$ cat config.mk
export PLATFORM = sky130hd
export DESIGN_NAME = fp_mul_rr_sched
export DESIGN_NICKNAME = d
export VERILOG_FILES = /design/src/rtl/fp_mul_rr_sched.sv
export SDC_FILE = /design/constraint.sdc
export NUM_CORES = 1
export LEC_CHECK = 0
export ABC_AREA = 1
export CAP_MARGIN = 20
export CORE_AREA = 2 2 160 162
export DETAILED_ROUTE_END_ITERATION = 8
export DIE_AREA = 0 0 162 164
export SLEW_MARGIN = 20
export SYNTH_ARGS = -nofsm -noshare
export SYNTH_HDL_FRONTEND = slang
export SYNTH_SLANG_ARGS = --single-unit
$ cat constraint.sdc
create_clock -name clk -period 2.87 [get_ports clk]
set_input_delay 0.4305 -clock clk [delete_from_list [all_inputs] [get_ports clk]]
set_output_delay 0.4305 -clock clk [all_outputs]
set_load 0.02 [all_outputs]
$ cat src/rtl/fp_mul_rr_sched.sv
`default_nettype none
// ============================================================================
// Module   : fp_mul_rr_sched
// Purpose  : Round-robin share of one external combinational FP multiplier
//            between NREQ requesters, two-stage registered pipeline.
// Revision : 1.0
// ============================================================================
module fp_mul_rr_sched #(
  parameter int NREQ = 4,
  parameter int IDW  = 2,
  parameter int CNTW = 16
) (
  input  logic                 clk,
  input  logic                 rst,
  input  logic [NREQ-1:0]      req_valid,
  output logic [NREQ-1:0]      req_ready,
  input  logic [32*NREQ-1:0]   req_a,
  input  logic [32*NREQ-1:0]   req_b,
  output logic [31:0]          mul_a,
  output logic [31:0]          mul_b,
  input  logic [31:0]          mul_p,
  output logic                 rsp_valid,
  input  logic                 rsp_ready,
  output logic [IDW-1:0]       rsp_id,
  output logic [31:0]          rsp_data,
  output logic                 busy,
  output logic [CNTW-1:0]      op_count
);

  localparam logic [IDW-1:0] LAST_ID = IDW'(NREQ - 1);
  localparam logic [IDW:0]   NREQ_W  = (IDW + 1)'(NREQ);

  logic              s1_valid_q, s1_valid_d;
  logic [IDW-1:0]    s1_id_q, s1_id_d;
  logic [31:0]       mul_a_q, mul_a_d;
  logic [31:0]       mul_b_q, mul_b_d;
  logic              rsp_valid_q, rsp_valid_d;
  logic [IDW-1:0]    rsp_id_q, rsp_id_d;
  logic [31:0]       rsp_data_q, rsp_data_d;
  logic [IDW-1:0]    ptr_q, ptr_d;
  logic [CNTW-1:0]   op_count_q, op_count_d;

  logic              s2_load;
  logic              s1_load;
  logic              grant_en;
  logic              found;
  logic [IDW:0]      cand;
  logic [IDW-1:0]    cand_id;
  logic [IDW-1:0]    win_id;
  logic [31:0]       sel_a;
  logic [31:0]       sel_b;

  assign s2_load  = !rsp_valid_q | rsp_ready;
  assign s1_load  = !s1_valid_q | s2_load;
  assign grant_en = s1_load & (|req_valid) & !rst;

  // Search from ptr upward; ptr < NREQ so one subtraction is enough to wrap.
  always_comb begin
    found   = 1'b0;
    win_id  = '0;
    cand    = '0;
    cand_id = '0;
    for (int k = 0; k < NREQ; k++) begin
      cand = {1'b0, ptr_q} + (IDW + 1)'(k);
      if (cand >= NREQ_W) begin
        cand = cand - NREQ_W;
      end
      cand_id = cand[IDW-1:0];
      if (!found && req_valid[cand_id]) begin
        found  = 1'b1;
        win_id = cand_id;
      end
    end
  end

  always_comb begin
    sel_a = '0;
    sel_b = '0;
    for (int i = 0; i < NREQ; i++) begin
      if (win_id == IDW'(i)) begin
        sel_a = req_a[32*i +: 32];
        sel_b = req_b[32*i +: 32];
      end
    end
  end

  always_comb begin
    req_ready = '0;
    if (grant_en) begin
      req_ready = NREQ'(1) << win_id;
    end
  end

  always_comb begin
    s1_valid_d  = s1_valid_q;
    s1_id_d     = s1_id_q;
    mul_a_d     = mul_a_q;
    mul_b_d     = mul_b_q;
    ptr_d       = ptr_q;
    rsp_valid_d = rsp_valid_q;
    rsp_id_d    = rsp_id_q;
    rsp_data_d  = rsp_data_q;
    op_count_d  = op_count_q;

    // Operands hold on an idle cycle so the multiplier input does not toggle.
    if (s1_load) begin
      s1_valid_d = grant_en;
      if (grant_en) begin
        s1_id_d = win_id;
        mul_a_d = sel_a;
        mul_b_d = sel_b;
        ptr_d   = (win_id == LAST_ID) ? '0 : win_id + 1'b1;
      end
    end

    if (s2_load) begin
      rsp_valid_d = s1_valid_q;
      if (s1_valid_q) begin
        rsp_data_d = mul_p;
        rsp_id_d   = s1_id_q;
      end
    end

    if (rsp_valid_q && rsp_ready) begin
      op_count_d = op_count_q + CNTW'(1);
    end
  end

  always_ff @(posedge clk) begin
    if (rst) begin
      s1_valid_q  <= 1'b0;
      s1_id_q     <= '0;
      mul_a_q     <= '0;
      mul_b_q     <= '0;
      ptr_q       <= '0;
      rsp_valid_q <= 1'b0;
      rsp_id_q    <= '0;
      rsp_data_q  <= '0;
      op_count_q  <= '0;
    end else begin
      s1_valid_q  <= s1_valid_d;
      s1_id_q     <= s1_id_d;
      mul_a_q     <= mul_a_d;
      mul_b_q     <= mul_b_d;
      ptr_q       <= ptr_d;
      rsp_valid_q <= rsp_valid_d;
      rsp_id_q    <= rsp_id_d;
      rsp_data_q  <= rsp_data_d;
      op_count_q  <= op_count_d;
    end
  end

  assign mul_a     = mul_a_q;
  assign mul_b     = mul_b_q;
  assign rsp_valid = rsp_valid_q;
  assign rsp_id    = rsp_id_q;
  assign rsp_data  = rsp_data_q;
  assign busy      = s1_valid_q | rsp_valid_q;
  assign op_count  = op_count_q;

endmodule
`default_nettype wire

==> results of run 1 <==
synthesized netlist by cell type:
master	number
a21oi_1	51
a22oi_1	64
a41oi_1	1
and2_1	2
buf_1	6
buf_2	32
buf_4	7
clkbuf_1	29
clkinv_1	2
dfxtp_1	120
ha_1	5
inv_1	24
inv_2	4
inv_4	1
nand2_1	194
nand2_2	6
nand2_4	2
nand3_1	54
nand3_2	1
nand3b_4	1
nand4_1	3
nor2_1	89
nor2_4	3
nor2_8	1
nor3_1	7
nor3b_1	1
nor3b_2	1
nor4_2	1
o211ai_1	110
o21a_1	3
o21ai_0	42
o21ai_1	1
or2_2	1
xor2_1	1
stage by stage:
step	setup TNS (ns)	area, µm²
6_report	0	11560
4_1_cts	0	11500
5_1_grt	0	11560
3_3_place_gp	-9.767	10880
2_1_floorplan	0	6326
3_5_place_dp	-13.87	10880
cell type report:
type	instances	area (µm²)	area share
Timing Repair Buffer	447	4488	0.3882
Multi-Input combinational cell	645	3496	0.3023
Sequential cell	120	2407	0.2082
Clock buffer	17	425.4	0.03679
Tap cell	330	412.9	0.03571
Clock inverter	14	197.7	0.01710
Inverter	31	125.1	0.01082
Antenna cell	4	10.01	0.0008657
power breakdown:
| group | switching [mW] | total (mW) | leakage [nW] | internal [mW] |
|---|---|---|---|---|
| combinational | 3.45 | 6.14 | 3.20 | 2.69 |
| clock | 0.850 | 2.31 | 0.300 | 1.46 |
| sequential | 0.238 | 2.35 | 0.993 | 2.11 |
sequential cells by signal (all words and copies together), names as in the netlist:
signal / cells
mul_a: 32
mul_b: 32
op_count: 16
ptr_q: 2
rsp_data: 32
rsp_id: 2
rsp_valid: 1
s1_id_q: 2
s1_valid_q: 1
worst min-delay path by stage:
stage	startpoint	endpoint	slack [ns]
CTS	s1_id_q[0]	s1_id_q[0]	0.47
floorplan	s1_id_q[0]	s1_id_q[0]	0.44
detailed placement	s1_id_q[0]	s1_id_q[0]	0.46
global placement	s1_id_q[0]	s1_id_q[0]	0.46
global route	mul_a[14]	mul_a[14]	0.49
finish	s1_id_q[0]	s1_id_q[0]	0.47
routing by layer:
| layer | GRT usage | wire, µm |
|---|---|---|
| met1 | 0.2501 | 11910 |
| met5 | 0 | 41 |
| met3 | 0.06566 | 2668 |
| met2 | 0.3451 | 14020 |
| met4 | 0.07160 | 551 |
critical path: stages:
cell and delay [ns]:
clkdlybuf4s50_1 0.39, inv_1 0.10, nand2_1 0.07, and2_1 0.18
a21oi_2 0.13, nand2_1 0.08, nor2_1 0.10, nand3b_4 0.16
inv_1 0.07, ha_2 0.17, inv_1 0.07, nand2_1 0.09
inv_4 0.13, buf_12 0.18, buf_4 0.19, nand2_1 0.06
nand2_1 0.06, o211ai_1 0.14, a22oi_1 0.19
cells by family (layout without fill, tap and decap cells):
logic type / Yosys count / count (layout) / synth area share
AO/OA/AOI/OAI: 272 / 272 / 0.2858
flip-flops: 120 / 120 / 0.3797
AND/OR/NAND/NOR: 367 / 367 / 0.2500
other: 0 / 4 / 0
XOR/XNOR: 1 / 1 / 0.001385
adder cells (fa/ha/maj): 5 / 5 / 0.009889
buffers and inverters: 105 / 509 / 0.07318
placed cells by master (no fill, tap or decap), drive strengths merged:
cell           instances
a21oi                 51
a22oi                 64
a41oi                  1
and2                   2
buf                   32
bufinv                 4
clkbuf                22
clkdlybuf4s50        410
clkinv                 9
clkinvlp               2
dfxtp                120
diode                  4
ha                     5
inv                   30
nand2                202
nand3                 55
nand3b                 1
nand4                  3
nor2                  93
nor3                   7
nor3b                  2
nor4                   1
o211ai               110
o21a                   3
o21ai                 43
or2                    1
xor2                   1
what timing repair did:
item,4_1_cts,5_1_grt
endpoints found under the setup margin,4,41
gates resized for setup,6,13
cloned,0,1
pin swaps,0,0
==> flow_metrics.py, run 1 <==
metrics = {
    "timing": {
        "worstMarginPinSlew_ns": 0.5015,
        "drv_slew": 0,
        "rsz0062_at_grt": "no",
        "holdWs_ns": 0.4673,
        "timing.final.ws_setup_ns": 0.1840,
        "timing.final.crit_share": 0.9359,
        "fin_worst_skew_ns": 0.01246,
        "timing.slew.headroom": 0.6636,
        "hold_viol": 0,
        "setup_viol": 0,
        "max_freq_ghz": 0.3723,
        "fin_crit_ns": 2.686,
    },
    "worst_setup_path": {
        "cp-endpoint": "mul_a[29]",
        "endpoint_kind": "register",
        "worstSetupPathType": "in2reg",
        "reg2reg_slack_ns": 0.26,
        "r2r_start": "ptr_q[1]",
        "r2r_end": "mul_a[29]",
        "arrival_ns": 3.02,
        "cp-startpoint": "req_valid[3]",
        "cp.required_ns": 3.20,
        "rr_worst_depth": 20,
        "cp_max_fo": 16,
        "cp-start-kind": "primary input",
    },
    "routing": {
        "vias_per_cell": 4.838,
        "drt-total-wl_um": 29190,
        "drt_iter0_drc": 496,
        "num_vias": 7780,
        "drt_first_pass_iters": 6,
        "wire_per_inst_um": 18.15,
        "drcViolationCount": 0,
        "postRouteAntennaNets": 0,
    },
    "placement": {
        "routabilityCongestion": 0.8549,
        "pre_cts_slack_ns": -0.3133,
        "dp_hpwl_um": 21380,
        "io_buffers": 414,
        "place_inst": 1571,
    },
    "clock_network": {
        "cts_tree": "done",
        "cts.sinks": 120,
        "cts_made_buffers": 17,
        "insertion_delay_ns": 0.41,
        "clockBufferDepth": 2,
        "clkTransAtPathRegs_ns": 0.06,
        "holdBufCountCts": 0,
        "cts_setup_buffers": 0,
        "cts_root_buffer": "clkbuf_16",
        "htreeDepth": 4,
    },
    "power": {
        "power.total_mw": 10.79,
        "irDropWorstVdd_v": 0.0004775,
        "p_leak_nw": 4.490,
        "p_per_area_nw_per_um2": 933.5,
    },
    "job": {
        "drv_cap": 0,
    },
    "floorplanning": {
        "initial_core_util": 0.2549,
        "coreArea_um2": 24820,
        "ios": 415,
        "die-width_um": 162,
        "dieArea_um2": 26570,
        "die_height_um": 164,
        "num_rows": 58,
    },
    "logic_synthesis": {
        "synth_largest_area_cell": "dfxtp_1",
        "ys_warn_count": 0,
        "synth.yosys.seq_area_share": 0.3797,
        "syn_inst": 870,
        "syn_nets": 1170,
        "synth_area_leaders": "dfxtp_1, o211ai_1, nand2_1",
        "synth_top_area_share": 0.3797,
        "synth_seq_cells": 120,
        "syn_area_um2": 6326,
        "syn_area_per_cell_um2": 7.271,
        "yosysUniqueCellTypes": 34,
    },
    "grt": {
        "grt_max_degree": 108,
        "antenna_found_initial": 5,
        "grt_pass1_wl_um": 42100,
        "track_usage": 0.2063,
        "grt_pass1_vias": 7338,
        "gr-total-overflow": 0,
    },
    "finish": {
        "nets": 1562,
        "area_growth_pct": 82.77,
        "fill_cells": 2534,
        "drive_above_1_share": 0.07692,
        "post-route-util": 0.4659,
        "final_cells": 1608,
    },
    "worst_hold_path": {
        "hold_class": "reg2reg",
        "min_path_cells": 2,
    },
    "run_status": {
        "status": "completed",
    },
}
No activity file was read; power rests on OpenSTA's default activity.
==> run 2, diff against run 1 <==
- SETUP_SLACK_MARGIN: unset -> 0.02
==> flow_metrics.py, run 2 (same netlist as run 1, synthesis figures left out) <==
metrics = {
    "run_status": {
        "status": "completed",
    },
    "clock_network": {
        "clkTransAtPathRegs_ns": 0.05,
        "htreeDepth": 4,
        "cts_tree": "done",
        "cts_root_buffer": "clkbuf_16",
        "cts.sinks": 120,
        "clockBufferDepth": 2,
        "insertion_delay_ns": 0.41,
        "cts_made_buffers": 17,
        "holdBufCountCts": 0,
    },
    "finish": {
        "multiInputGateArea_um2": 3496,
        "nets": 1561,
        "layout_common_cells": "clkdlybuf4s50_1, nand2_1, dfxtp_1",
        "final_common_cell": "clkdlybuf4s50_1",
        "drive_above_1_share": 0.07620,
        "area_growth_pct": 82.63,
        "seqCellArea_um2": 2406,
        "fill_cells": 2535,
    },
    "floorplanning": {
        "die-width_um": 162,
        "ios": 415,
        "num_rows": 58,
        "coreArea_um2": 24820,
        "dieArea_um2": 26570,
        "initial_core_util": 0.2549,
        "die_height_um": 164,
    },
    "timing": {
        "timing.slew.headroom": 0.6675,
        "fin_worst_skew_ns": 0.01257,
        "hold_viol": 0,
        "worstMarginPinSlew_ns": 0.4956,
        "fin_setup_tns_ns": 0,
        "drv_slew": 0,
        "setup_viol": 0,
        "holdWs_ns": 0.4673,
        "rsz0062_at_grt": "no",
        "fin_crit_ns": 2.659,
        "timing.final.ws_setup_ns": 0.2111,
        "max_freq_ghz": 0.3761,
        "timing.final.crit_share": 0.9264,
    },
    "worst_setup_path": {
        "cp.required_ns": 2.44,
        "reg2reg_slack_ns": 0.27,
        "endpoint_kind": "output pin",
        "cp-startpoint": "req_valid[3]",
        "cp-start-kind": "primary input",
        "cp-endpoint": "req_ready[3]",
        "rr_worst_depth": 19,
        "r2r_start": "ptr_q[1]",
        "cp_max_fo": 4,
        "r2r_end": "mul_a[28]",
        "worstSetupPathType": "in2out",
        "arrival_ns": 2.23,
    },
    "power": {
        "power.total_mw": 10.77,
        "p_leak_nw": 4.485,
        "p_per_area_nw_per_um2": 932.4,
        "irDropWorstVdd_v": 0.0004810,
    },
    "routing": {
        "vias_per_cell": 4.838,
        "postRouteAntennaNets": 0,
        "num_vias": 7775,
        "drcViolationCount": 0,
        "drt-total-wl_um": 29160,
        "drt_first_pass_iters": 6,
        "drt_iter0_drc": 521,
        "wire_per_inst_um": 18.14,
    },
    "placement": {
        "routabilityCongestion": 0.8549,
        "dp_hpwl_um": 21380,
        "io_buffers": 414,
        "pre_cts_slack_ns": -0.3133,
    },
    "grt": {
        "track_usage": 0.2063,
        "grt_pass1_wl_um": 42100,
        "grt_max_degree": 108,
        "grt_pass1_vias": 7338,
        "antenna_found_initial": 5,
        "gr-total-overflow": 0,
    },
    "worst_hold_path": {
        "hold_class": "reg2reg",
    },
    "job": {
        "drv_cap": 0,
    },
}
## run 2: cell type report
| class | instances | share of cell area |
|---|---|---|
| inverter | 31 | 0.01083 |
| multi-input combinational | 645 | 0.3026 |
| sequential | 120 | 0.2083 |
| tap | 330 | 0.03574 |
| antenna | 4 | 0.0008664 |
| timing repair buffer | 446 | 0.3878 |
| clock inverter | 14 | 0.01711 |
| clock buffer | 17 | 0.03682 |
## run 2: worst min-delay path by stage
stage	startpoint	to	slack, ns	cells past startpoint
6_report	s1_id_q[0]	s1_id_q[0]	0.47	2
5_1_grt	mul_a[14]	mul_a[14]	0.49	2
4_1_cts	s1_id_q[0]	s1_id_q[0]	0.47	2
3_5_place_dp	s1_id_q[0]	s1_id_q[0]	0.46	2
3_3_place_gp	s1_id_q[0]	s1_id_q[0]	0.46	2
2_1_floorplan	s1_id_q[0]	s1_id_q[0]	0.44	2
## run 2: through the flow
stage	area, µm²	cells	util
final	11550	1607	0.4655
after global routing	11550	1605	0.4653
after CTS	11500	1602	0.4634
after detailed placement	10880	1571	0.4383
after global placement	10880	1571	0.4383
after floorplan	6326	870	-
## run 2: layer usage
layer,share of wire,global-route usage
met1,0.41,0.2501
met2,0.48,0.3451
met3,0.091,0.06566
met4,0.020,0.07160
met5,0.0014,0
## run 2: worst max-delay path, stage by stage
cell and delay, ns:
clkdlybuf4s50_1 0.39, inv_1 0.10, nand2_1 0.08, and2_1 0.18
a21oi_2 0.13, nand2_1 0.08, nor2_1 0.10, nand3b_4 0.16
ha_1 0.23, inv_4 0.04, nor2_1 0.12, clkbuf_2 0.19
## run 2: repair_timing
item                                   4_1_cts  5_1_grt
buffers inserted                             0        0
setup endpoints to repair                    4       44
endpoints found under the hold margin        0        0
resized for setup                            8       12
pin swaps                                    0        0
gates cloned                                 0        1
## run 2: where the power goes
part	internal, mW	switching [mW]
Clock	1.46	0.850
Sequential	2.11	0.237
Combinational	2.67	3.44
Total	6.24	4.53
